### src/rtl/riscv_pkg.sv
// Shared encodings for the multicycle RV32I core: FSM states, opcodes, mux selects, ALU controls.
// Latency: n/a (constants and a pure combinational helper).
// Backpressure: none.
package riscv_pkg;

  // Controller FSM states
  localparam logic [3:0] S_FETCH    = 4'd0;
  localparam logic [3:0] S_DECODE   = 4'd1;
  localparam logic [3:0] S_MEMADR   = 4'd2;
  localparam logic [3:0] S_MEMREAD  = 4'd3;
  localparam logic [3:0] S_MEMWB    = 4'd4;
  localparam logic [3:0] S_MEMWRITE = 4'd5;
  localparam logic [3:0] S_EXECUTER = 4'd6;
  localparam logic [3:0] S_EXECUTEI = 4'd7;
  localparam logic [3:0] S_ALUWB    = 4'd8;
  localparam logic [3:0] S_BEQ      = 4'd9;
  localparam logic [3:0] S_JAL      = 4'd10;

  // Opcodes
  localparam logic [6:0] OP_LW   = 7'b0000011;
  localparam logic [6:0] OP_SW   = 7'b0100011;
  localparam logic [6:0] OP_R    = 7'b0110011;
  localparam logic [6:0] OP_I    = 7'b0010011;
  localparam logic [6:0] OP_LUI  = 7'b0110111;
  localparam logic [6:0] OP_BEQ  = 7'b1100011;
  localparam logic [6:0] OP_JAL  = 7'b1101111;

  // ALU operation class handed to the ALU decoder
  localparam logic [1:0] ALUOP_ADD   = 2'b00;
  localparam logic [1:0] ALUOP_SUB   = 2'b01;
  localparam logic [1:0] ALUOP_FUNCT = 2'b10;
  localparam logic [1:0] ALUOP_PASS  = 2'b11;

  // ALU control
  localparam logic [2:0] ALU_AND   = 3'b000;
  localparam logic [2:0] ALU_OR    = 3'b001;
  localparam logic [2:0] ALU_ADD   = 3'b010;
  localparam logic [2:0] ALU_PASSB = 3'b011;
  localparam logic [2:0] ALU_SUB   = 3'b110;
  localparam logic [2:0] ALU_SLT   = 3'b111;

  // Immediate formats
  localparam logic [2:0] IMM_I = 3'b000;
  localparam logic [2:0] IMM_S = 3'b001;
  localparam logic [2:0] IMM_B = 3'b010;
  localparam logic [2:0] IMM_J = 3'b011;
  localparam logic [2:0] IMM_U = 3'b100;

  // Datapath mux selects
  localparam logic [1:0] SRCA_PC    = 2'b00;
  localparam logic [1:0] SRCA_OLDPC = 2'b01;
  localparam logic [1:0] SRCA_RD1   = 2'b10;
  localparam logic [1:0] SRCB_RD2   = 2'b00;
  localparam logic [1:0] SRCB_IMM   = 2'b01;
  localparam logic [1:0] SRCB_FOUR  = 2'b10;
  localparam logic [1:0] RES_ALUOUT = 2'b00;
  localparam logic [1:0] RES_DATA   = 2'b01;
  localparam logic [1:0] RES_ALURES = 2'b10;

  // Immediate format implied by the opcode; unknown opcodes fall back to I
  function automatic logic [2:0] imm_sel(input logic [6:0] op);
    case (op)
      OP_LW, OP_I: imm_sel = IMM_I;
      OP_SW:       imm_sel = IMM_S;
      OP_BEQ:      imm_sel = IMM_B;
      OP_JAL:      imm_sel = IMM_J;
      OP_LUI:      imm_sel = IMM_U;
      default:     imm_sel = IMM_I;
    endcase
  endfunction

endpackage

### src/rtl/alu_decoder.sv
// Maps the controller's ALU operation class plus funct fields to an ALU control code.
// Latency: purely combinational.
// Backpressure: none.
module alu_decoder
  import riscv_pkg::*;
(
  input  logic [1:0] aluop,
  input  logic [2:0] funct3,
  input  logic       funct7b5,
  input  logic       opb5,
  output logic [2:0] alucontrol,
  output logic       illegal
);

  // Fixed classes pass straight through; the funct class decodes funct3 (sub only for R-type)
  always_comb begin
    alucontrol = ALU_ADD;
    illegal    = 1'b0;
    case (aluop)
      ALUOP_ADD:  alucontrol = ALU_ADD;
      ALUOP_SUB:  alucontrol = ALU_SUB;
      ALUOP_PASS: alucontrol = ALU_PASSB;
      default: begin
        case (funct3)
          3'b000:  alucontrol = (opb5 & funct7b5) ? ALU_SUB : ALU_ADD;
          3'b010:  alucontrol = ALU_SLT;
          3'b110:  alucontrol = ALU_OR;
          3'b111:  alucontrol = ALU_AND;
          default: begin
            alucontrol = ALU_ADD;
            illegal    = 1'b1;
          end
        endcase
      end
    endcase
  end

endmodule

### src/rtl/multicycle_controller.sv
// Moore FSM sequencing RV32I instructions through fetch/decode/execute/memory/writeback.
// Latency: lw 5, sw/R/I/lui/jal 4, beq 3, illegal 2 cycles; outputs combinational from state.
// Backpressure: none; every state advances each cycle, reset low forces all outputs to 0.
module multicycle_controller
  import riscv_pkg::*;
(
  input  logic       clk,
  input  logic       reset_n,
  input  logic [6:0] op,
  input  logic [2:0] funct3,
  input  logic       funct7b5,
  input  logic       zero,
  output logic [2:0] immsrc,
  output logic [1:0] alusrca,
  output logic [1:0] alusrcb,
  output logic [1:0] resultsrc,
  output logic       adrsrc,
  output logic [2:0] alucontrol,
  output logic       irwrite,
  output logic       pcwrite,
  output logic       regwrite,
  output logic       memwrite,
  output logic       illegal
);

  logic [3:0] state, state_nxt;
  logic [1:0] aluop, srca, srcb, rsrc;
  logic       adr, irw, regw, memw, pcupdate, branch, ill_op, ill_funct;
  logic [2:0] alu_ctl;

  // State register; reset abandons any in-flight instruction
  always_ff @(posedge clk or negedge reset_n) begin
    if (!reset_n) state <= S_FETCH;
    else          state <= state_nxt;
  end

  // Per-state control outputs and next-state selection
  always_comb begin
    state_nxt = S_FETCH;
    aluop     = ALUOP_ADD;
    srca      = SRCA_PC;
    srcb      = SRCB_RD2;
    rsrc      = RES_ALUOUT;
    adr       = 1'b0;
    irw       = 1'b0;
    regw      = 1'b0;
    memw      = 1'b0;
    pcupdate  = 1'b0;
    branch    = 1'b0;
    ill_op    = 1'b0;
    case (state)
      S_FETCH: begin
        irw       = 1'b1;
        srcb      = SRCB_FOUR;
        rsrc      = RES_ALURES;
        pcupdate  = 1'b1;
        state_nxt = S_DECODE;
      end
      S_DECODE: begin
        // ALU computes the branch target from OldPC + imm while decoding
        srca = SRCA_OLDPC;
        srcb = SRCB_IMM;
        case (op)
          OP_LW, OP_SW: state_nxt = S_MEMADR;
          OP_R:         state_nxt = S_EXECUTER;
          OP_I, OP_LUI: state_nxt = S_EXECUTEI;
          OP_BEQ:       state_nxt = S_BEQ;
          OP_JAL:       state_nxt = S_JAL;
          default: begin
            state_nxt = S_FETCH;
            ill_op    = 1'b1;
          end
        endcase
      end
      S_MEMADR: begin
        srca      = SRCA_RD1;
        srcb      = SRCB_IMM;
        state_nxt = (op == OP_LW) ? S_MEMREAD : S_MEMWRITE;
      end
      S_MEMREAD: begin
        adr       = 1'b1;
        state_nxt = S_MEMWB;
      end
      S_MEMWB: begin
        rsrc      = RES_DATA;
        regw      = 1'b1;
        state_nxt = S_FETCH;
      end
      S_MEMWRITE: begin
        adr       = 1'b1;
        memw      = 1'b1;
        state_nxt = S_FETCH;
      end
      S_EXECUTER: begin
        srca      = SRCA_RD1;
        aluop     = ALUOP_FUNCT;
        state_nxt = S_ALUWB;
      end
      S_EXECUTEI: begin
        srca      = SRCA_RD1;
        srcb      = SRCB_IMM;
        aluop     = (op == OP_LUI) ? ALUOP_PASS : ALUOP_FUNCT;
        state_nxt = S_ALUWB;
      end
      S_ALUWB: begin
        regw      = 1'b1;
        state_nxt = S_FETCH;
      end
      S_BEQ: begin
        srca      = SRCA_RD1;
        aluop     = ALUOP_SUB;
        branch    = 1'b1;
        state_nxt = S_FETCH;
      end
      S_JAL: begin
        // Link value OldPC + 4 goes to ALUOut; PC takes the target computed in DECODE
        srca      = SRCA_OLDPC;
        srcb      = SRCB_FOUR;
        pcupdate  = 1'b1;
        state_nxt = S_ALUWB;
      end
      default: state_nxt = S_FETCH;
    endcase
  end

  alu_decoder u_alu_decoder (
    .aluop      (aluop),
    .funct3     (funct3),
    .funct7b5   (funct7b5),
    .opb5       (op[5]),
    .alucontrol (alu_ctl),
    .illegal    (ill_funct)
  );

  // Every output is held at zero while reset is asserted
  assign immsrc     = reset_n ? imm_sel(op) : 3'b000;
  assign alusrca    = reset_n ? srca : 2'b00;
  assign alusrcb    = reset_n ? srcb : 2'b00;
  assign resultsrc  = reset_n ? rsrc : 2'b00;
  assign adrsrc     = reset_n & adr;
  assign alucontrol = reset_n ? alu_ctl : 3'b000;
  assign irwrite    = reset_n & irw;
  assign pcwrite    = reset_n & (pcupdate | (branch & zero));
  assign regwrite   = reset_n & regw;
  assign memwrite   = reset_n & memw;
  assign illegal    = reset_n & (ill_op | ill_funct);

endmodule

### config.mk
export PLATFORM = sky130hd
export DESIGN_NAME = multicycle_controller
export DESIGN_NICKNAME = d
export VERILOG_FILES = /design/src/rtl/riscv_pkg.sv /design/src/rtl/alu_decoder.sv /design/src/rtl/multicycle_controller.sv
export SDC_FILE = /design/constraint.sdc
export NUM_CORES = 1
export LEC_CHECK = 0
export ABC_AREA = 0
export ABC_CLOCK_PERIOD_IN_PS = 5350
export CAP_MARGIN = 20
export CELL_PAD_IN_SITES_DETAIL_PLACEMENT = 0
export CELL_PAD_IN_SITES_GLOBAL_PLACEMENT = 2
export CORE_ASPECT_RATIO = 1.1
export CORE_UTILIZATION = 23
export DETAILED_ROUTE_END_ITERATION = 8
export PLACE_DENSITY = 0.87
export SYNTH_ARGS = -nofsm -noshare
export SYNTH_HDL_FRONTEND = slang
export SYNTH_HIERARCHICAL = 1
export SYNTH_SLANG_ARGS = --single-unit
### constraint.sdc
create_clock -name clk -period 5.35 [get_ports clk]
set_input_delay 1.07 -clock clk [delete_from_list [all_inputs] [get_ports clk]]
set_output_delay 1.07 -clock clk [all_outputs]
set_load 0.05 [all_outputs]
==> impl_summary.txt, run 1 <==
----------------------------------------------------
[Layout]
  Regs by FF count ... state: 4 flops
  Non-filler cells in the finished layout ... 151
  Flip-flop count of the largest register after layout ... 4
  Area added between synthesis and finish ... 47.7%
  Register with the most flip-flops ... state
  Number of antenna repair diodes ... 0
  Net count reported at finish ... 134
  Share of layout cells above drive strength 1 ... 7.63%
  Number of fill cells ... 318

[Placed design]
  HPWL after DPL ... 1420 um
  PortBufs ... 31
  RePlAce Congestion ... 0.802
  Count of placed standard cells including taps ... 148
  Pre-CTS WS ... 0.630 ns

[Synth]
  Syn Inst Count ... 91
  Synthesized flop and latch total ... 4
  Post-synth EDFFs ... 0
  Ranking of synthesized cells by area ... dfrtp_1 (14%), nand2b_1 (4.4%), nand3b_1 (4.2%), nor3b_1 (4.2%), nor2_1 (3.7%)
  Most used DFF post-synth ... dfrtp_1
  Yosys Warn Count ... 6
  Share of the synthesized area in the top cell type ... 14.1%
  Cell type with the largest total area after synthesis ... dfrtp_1
  Fraction of the yosys area taken by sequential cells ... 14.1%
  Proportion of synthesized flip-flops having asynchronous set or reset ... 100%
  Total standard cell area after synthesis ... 708 um^2
  Net count of the mapped netlist ... 105
  Mean instance size in the synthesized netlist ... 7.78 um^2
  Distinct cell type count of the synthesized netlist ... 44

[Power]
  Proportion of power drawn by flip-flops and latches ... 24.1%
  Clock group share of total power ... 22.8%
  P per Cell Area ... 158 nW/um^2
  Worst VDD drop ... 96.5 uV
  Net load switching power ... 0.0709 mW
  Lkg Pwr ... 0.371 nW
  Internal ... 0.0947 mW
  Part of the power in combinational logic ... 53.1%
  Switching Fraction ... 42.8%

[GRT]
  Global-route usage over all layers ... 12.3%
  Global route overflow ... 0
  GRT busiest layer ... met2
  Via count of the first global-routing pass ... 723
  Pin count of the biggest net entering global routing ... 19
  Global-route track usage on met2 ... 20.7%
  Antenna violations before repair ... 0
  Fraction of met3 tracks used by global routing ... 2.29%
  Fraction of met1 tracks used by global routing ... 16.1%
  Wire length of the first global-routing pass ... 3060 um

[Flow run]
  Max Cap Violations ... 0

[Route]
  Initial DRC count ... 16
  Vias post-DR ... 794
  Antenna Violating Nets Remaining ... 0
  Number of detailed-routing iterations run before antenna repair ... 4
  DRC violations left ... 0
  Average via count per standard cell ... 5.26
  Average detailed-routed wire length per instance ... 12.7 um
  Routed wire length ... 1920 um

[STA]
  Slew at the pin closest to its max-slew limit ... 0.550 ns
  RSZ-0062 raised after global routing ... false
  Worst-case clock skew ... 0.00583 ns
  Highest clock frequency the design can meet ... 211 MHz
  Final cycle utilization of the critical path ... 88.4%
  Setup violations, final ... 0
  Clock period minus worst slack ... 4.73 ns
  Total negative slack for setup checks ... 0 ns
  Worst hold slack across all endpoints ... 0.701 ns
  Final hold violations ... 0
  Final Worst Setup Slack ... 0.621 ns
  Normalized max-slew margin ... 63.3%
  Max Transition Viols Final ... 0

[Critical path]
  Critical path class ... primary input to output port
  Crit path arrival time ... 3.66 ns
  Kind of capture point of the worst setup path ... output port
  Crit-path max FO ... 7
  Category of the worst setup path launch point ... primary input
  Data required, critical path ... 4.28 ns

[Clock tree]
  Setup Buffers After CTS ... 0
  Register clock-pin slew on the reported worst setup and hold paths ... 0.04 ns
  Num Clock Sinks ... 4
  Clock buffers created by TritonCTS ... 3
  Number of buffers between clock root and the deepest sink ... 2
  CTS H-Tree Depth ... 1
  Root Buffer ... clkbuf_4
  Clock tree from TritonCTS ... built
  Worst-skew pair later-pin latency ... 0.24 ns
  Post-cts sizing count ... 0
  Count of hold-fix buffers inserted at cts ... 0

[Worst hold path]
  Worst min-delay path class ... flop to flop

[Floorplan]
  Row cnt ... 20
  Placeable core region ... 2850 um^2
  Number of placed I/O pins ... 32
  DIE WIDTH ... 54.9 um
  Die outline height ... 60.2 um
  Initial core utilization ... 24.8%
  Die area ... 3310 um^2

[Run status]
  Status ... complete, no violations

----------------------------------------------------
## synth_stat cells (all sizes together), types with 3 or more instances
cell and number:
and3 3, and2 4, nand2b 5, buf 7, a21oi 4, o21ai 3
dfrtp 4, nor3 3, nor3b 4, nor2 7, nor2b 4, nand3b 4
xnor2 3
## power by group through the flow
stage / Clock (mW) / Combinational (mW) / Sequential (mW)
4_1_cts: 0.0395 / 0.0885 / 0.0400
3_5_place_dp: 0 / 0.0883 / 0.0404
3_3_place_gp: 0 / 0.0880 / 0.0405
2_1_floorplan: 0 / 0.0631 / 0.0346
5_1_grt: 0.0422 / 0.0936 / 0.0410
6_report: 0.0377 / 0.0879 / 0.0400
## per-layer routing
layer	share of wire, %	routed length (um)
met3	3.8	72
met1	46	874
met2	51	970
met4	0	0
met5	0	0
## placed cells by master, fill, tap and decap left out, types with 2 or more instances in the layout
cell type,n
clkdlybuf4s50_1,31
nor2_1,7
nand2b_1,5
nand3b_1,4
nor2b_1,4
nor3b_1,4
and2_1,4
a21oi_1,4
dfrtp_1,4
xnor2_1,3
and3_1,3
nor3_1,3
clkbuf_4,3
and3b_1,2
nand4_1,2
o21ai_0,2
nand3_1,2
o31ai_1,2
or3_1,2
a211oi_1,2
o21a_1,2
## critical path, cell delays in order
cell             delay (ns)
clkdlybuf4s50_1        0.57
and4bb_4               0.29
a41oi_1                0.20
nor2b_1                0.09
nand2b_1               0.17
a211oi_1               0.28
a22o_1                 0.19
clkdlybuf4s50_1        0.79
## final timing paths
| kind | startpoint | to | slack [ns] | cells after the start |
|---|---|---|---|---|
| hold reg to reg | state[2] | state[2] | 0.70 | 1 |
| setup reg to reg | state[3] | state[1] | 3.99 | 3 |
| hold / removal | state[2] | state[2] | 0.70 | 1 |
| setup / recovery | op[6] | illegal | 0.62 | 8 |
| max in group asynchronous | reset_n | state[2] | 4.06 | 2 |
| min in group asynchronous | reset_n | state[0] | 1.13 | 2 |
## through the flow
| step | util (%) | total power, mW | area, um^2 |
|---|---|---|---|
| 2_1_floorplan | - | 0.0977 | 708 |
| 3_3_place_gp | 35.9 | 0.129 | 1020 |
| 3_5_place_dp | 35.9 | 0.129 | 1020 |
| 4_1_cts | 36.7 | 0.168 | 1050 |
| 5_1_grt | 36.7 | 0.177 | 1050 |
| 6_report | 36.7 | 0.166 | 1050 |
## cell families after synthesis
| logic type | count (synthesis) | synth area share [%] |
|---|---|---|
| AO/OA/AOI/OAI | 24 | 28.4 |
| XOR/XNOR | 4 | 4.95 |
| buffers and inverters | 9 | 6.71 |
| flip-flops | 4 | 14.1 |
| multiplexers | 1 | 1.41 |
| AND/OR/NAND/NOR | 49 | 44.3 |
## area by class of cell
type	count	area, um^2	share of cell area [%]
Inverter	1	3.75	0.359
Multi-Input combinational cell	78	561	53.6
Tap cell	33	41.3	3.95
Timing Repair Buffer	32	318	30.4
Sequential cell	4	100	9.57
Clock buffer	3	22.5	2.15
No activity file was read; power rests on OpenSTA's default activity.
==> run 2, diff against run 1 <==
--- a/config.mk
+++ b/config.mk
@@ -7,10 +7,8 @@
 export LEC_CHECK = 0
 export ABC_AREA = 0
 export ABC_CLOCK_PERIOD_IN_PS = 5350
-export CAP_MARGIN = 20
 export CELL_PAD_IN_SITES_DETAIL_PLACEMENT = 0
 export CELL_PAD_IN_SITES_GLOBAL_PLACEMENT = 2
-export CORE_ASPECT_RATIO = 1.1
 export CORE_UTILIZATION = 23
 export DETAILED_ROUTE_END_ITERATION = 8
 export PLACE_DENSITY = 0.87
==> run 2 against run 1 <==
  * The run now ends with design-rule violations left
  * Setup slack gained 0.0080 ns
  * Core utilization grew 0.22 points
  * Global-route usage is 0.43 points lower
  * Final cell count down 1.3%
  * Via count grew 0.88%
  * Die area about the same
  * First-iteration DRC count is 44% lower
  * Worst hold slack improved by 0.032 ns
  * Clock-buffer cell count is the same
  * Clock power barely moved
  * Sequential power about the same
  * Critical endpoint unchanged
  * Largest power group unchanged
==> impl_summary.txt, run 2 (synthesis gave the netlist of run 1 again) <==
----------------------------------------------------
[Flow run]
  Max Cap Violations ... 0 (unchanged)

[Critical path]
  Crit path cell chain ... clkdlybuf4s50_1 > and4bb_4 > a41oi_1 > nor2b_1 > nand2b_1 > a211oi_1 > a22o_1 > clkdlybuf4s50_1
  CP Depth ... 8 (unchanged)
  Crit-path max FO ... 7 (unchanged)
  Crit path arrival time ... 3.65 ns (about the same)
  Critical path class ... primary input to output port
  Data required, critical path ... 4.28 ns (about the same)
  Cell depth of the worst flop-to-flop path ... 3 (unchanged)
  Kind of capture point of the worst setup path ... output port
  Crit path max-delay cell type ... clkdlybuf4s50_1
  Buffer and inverter count on the worst path ... 2 (unchanged)
  Worst path max stage delay ... 0.79 ns (about the same)
  Most frequent CP cell ... clkdlybuf4s50_1
  Category of the worst setup path launch point ... primary input
  Kind of cell with the highest combined delay on the critical path ... buffers and inverters

[Floorplan]
  Placeable core region ... 2830 um^2 (-0.83%)
  Initial core utilization ... 25.0% (+0.21 points)
  Die area ... 3310 um^2 (about the same)
  Row cnt ... 19 (-5.0%)
  Number of placed I/O pins ... 32 (unchanged)
  DIE WIDTH ... 57.5 um (+4.7%)
  Die outline height ... 57.5 um (-4.5%)

[STA]
  Highest clock frequency the design can meet ... 212 MHz (+0.17%)
  Max Transition Viols Final ... 0 (unchanged)
  Worst-case clock skew ... 0.00483 ns (-0.000996 ns)
  Final cycle utilization of the critical path ... 88.2% (-0.15 points)
  Final hold violations ... 0 (unchanged)
  Total negative slack for setup checks ... 0 ns (unchanged)
  Final Worst Setup Slack ... 0.629 ns (+0.00800 ns)
  RSZ-0062 raised after global routing ... false
  Worst hold slack across all endpoints ... 0.733 ns (+0.0316 ns)
  Clock period minus worst slack ... 4.72 ns (-0.00800 ns)
  Setup violations, final ... 0 (unchanged)
  Normalized max-slew margin ... 62.7% (-0.67 points)
  Slew at the pin closest to its max-slew limit ... 0.560 ns (+0.00999 ns)

[Worst hold path]
  Worst hold path depth ... 1 (unchanged)
  Worst min-delay path class ... flop to flop

[Layout]
  Number of fill cells ... 293 (-7.9%)
  Regs by FF count ... state: 4 flops
  Footprint of the multi-input gates ... 561 um^2 (unchanged)
  Post-route core utilization ... 36.9% (+0.22 points)
  Sequential standard cell area ... 100 um^2 (unchanged)
  Net count reported at finish ... 134 (unchanged)
  Most common library cell in the layout ignoring fill and taps ... clkdlybuf4s50_1
  Number of antenna repair diodes ... 0 (unchanged)
  Area added between synthesis and finish ... 47.3%
  Share of layout cells above drive strength 1 ... 7.63% (unchanged)
  Commonest cells after routing, fill and taps aside ... clkdlybuf4s50_1 (31), nor2_1 (7), nand2b_1 (5)
  Register with the most flip-flops ... state
  Flip-flop count of the largest register after layout ... 4 (unchanged)

[Route]
  Number of detailed-routing iterations run before antenna repair ... 6 (+2)
  Average detailed-routed wire length per instance ... 12.9 um (+1.3%)
  Routed wire length ... 1920 um (about the same)
  Average via count per standard cell ... 5.38 (+2.2%)
  DRC violations left ... 1 (+1)
  Antenna Violating Nets Remaining ... 0 (unchanged)
  Initial DRC count ... 9 (-7)
  Vias post-DR ... 801 (+0.88%)

[Clock tree]
  Root Buffer ... clkbuf_4
  CTS H-Tree Depth ... 1 (unchanged)
  Clock buffers created by TritonCTS ... 3 (unchanged)
  Clock tree from TritonCTS ... built
  Worst-skew pair later-pin latency ... 0.24 ns (about the same)
  Register clock-pin slew on the reported worst setup and hold paths ... 0.04 ns (about the same)
  Count of hold-fix buffers inserted at cts ... 0 (unchanged)
  Setup Buffers After CTS ... 0 (unchanged)
  Number of buffers between clock root and the deepest sink ... 2 (unchanged)
  Post-cts sizing count ... 0 (unchanged)
  Num Clock Sinks ... 4 (unchanged)

[Power]
  Clock group share of total power ... 22.8% (about the same)
  Lkg Pwr ... 0.371 nW (unchanged)
  P per Cell Area ... 159 nW/um^2 (+0.25%)
  Part of the power in combinational logic ... 53.0% (about the same)
  Post-layout power ... 0.166 mW (about the same)
  Worst VDD drop ... 88.1 uV (-8.7%)
  Net load switching power ... 0.0709 mW (about the same)
  Switching Fraction ... 42.8% (about the same)
  Proportion of power drawn by flip-flops and latches ... 24.2% (about the same)
  Internal ... 0.0947 mW (about the same)

[Placed design]
  RePlAce Congestion ... 0.799 (-0.27%)
  Pre-CTS WS ... 0.606 ns (-0.0246 ns)
  PortBufs ... 31 (unchanged)
  HPWL after DPL ... 1460 um (+2.4%)

[Run status]
  Violated checks ... design-rule violations
  Status ... complete, but fails checks

[GRT]
  Antenna violations before repair ... 0 (unchanged)
  Wire length of the first global-routing pass ... 3170 um (+3.6%)
  Global-route usage over all layers ... 11.8% (-0.43 points)
  Pin count of the biggest net entering global routing ... 19 (unchanged)
  Via count of the first global-routing pass ... 733 (+1.4%)
  Global route overflow ... 0 (unchanged)

----------------------------------------------------
==> run 2: worst reg2reg max path, cell delays in order, from the launching register on <==
cell and delay, ns:
dfrtp_1 0.57, nor2_1 0.28, nand3b_1 0.13, o31ai_1 0.26
==> run 2: stage by stage <==
step,cells,cell area [um^2]
floorplan,91,708
global placement,146,1020
detailed placement,146,1020
CTS,149,1040
global route,149,1040
finish,149,1040
==> run 2: worst paths after layout <==
path	from	end	slack (ns)
max reg2reg	state[3]	state[1]	4.02
min reg2reg	state[2]	state[2]	0.73
max in group asynchronous	reset_n	state[1]	3.88
max	op[3]	illegal	0.63
min	state[2]	state[2]	0.73
min in group asynchronous	reset_n	state[2]	1.08
==> run 2: area by class of cell <==
cell class	count	share of cell area (%)
clock buffer	3	2.16
timing repair buffer	32	30.5
inverter	1	0.360
tap	31	3.72
sequential	4	9.59
multi-input combinational	78	53.7
==> run 2: power groups by stage <==
stage	logic, mW	registers [mW]	clock network, mW
after floorplan	0.0631	0.0346	0
after global routing	0.0938	0.0411	0.0436
after detailed placement	0.0882	0.0407	0
after global placement	0.0878	0.0405	0
final	0.0878	0.0400	0.0378
after CTS	0.0885	0.0402	0.0395
==> run 2: routing by layer <==
metal	part of all wire [%]	wire (um)	vias to the layer above	track usage, %
met5	0	0	-	0
met4	0	0	0	2.09
met3	4.4	85	0	2.95
met2	50	957	20	21.1
met1	45	871	379	14.4
li1	-	-	402	-
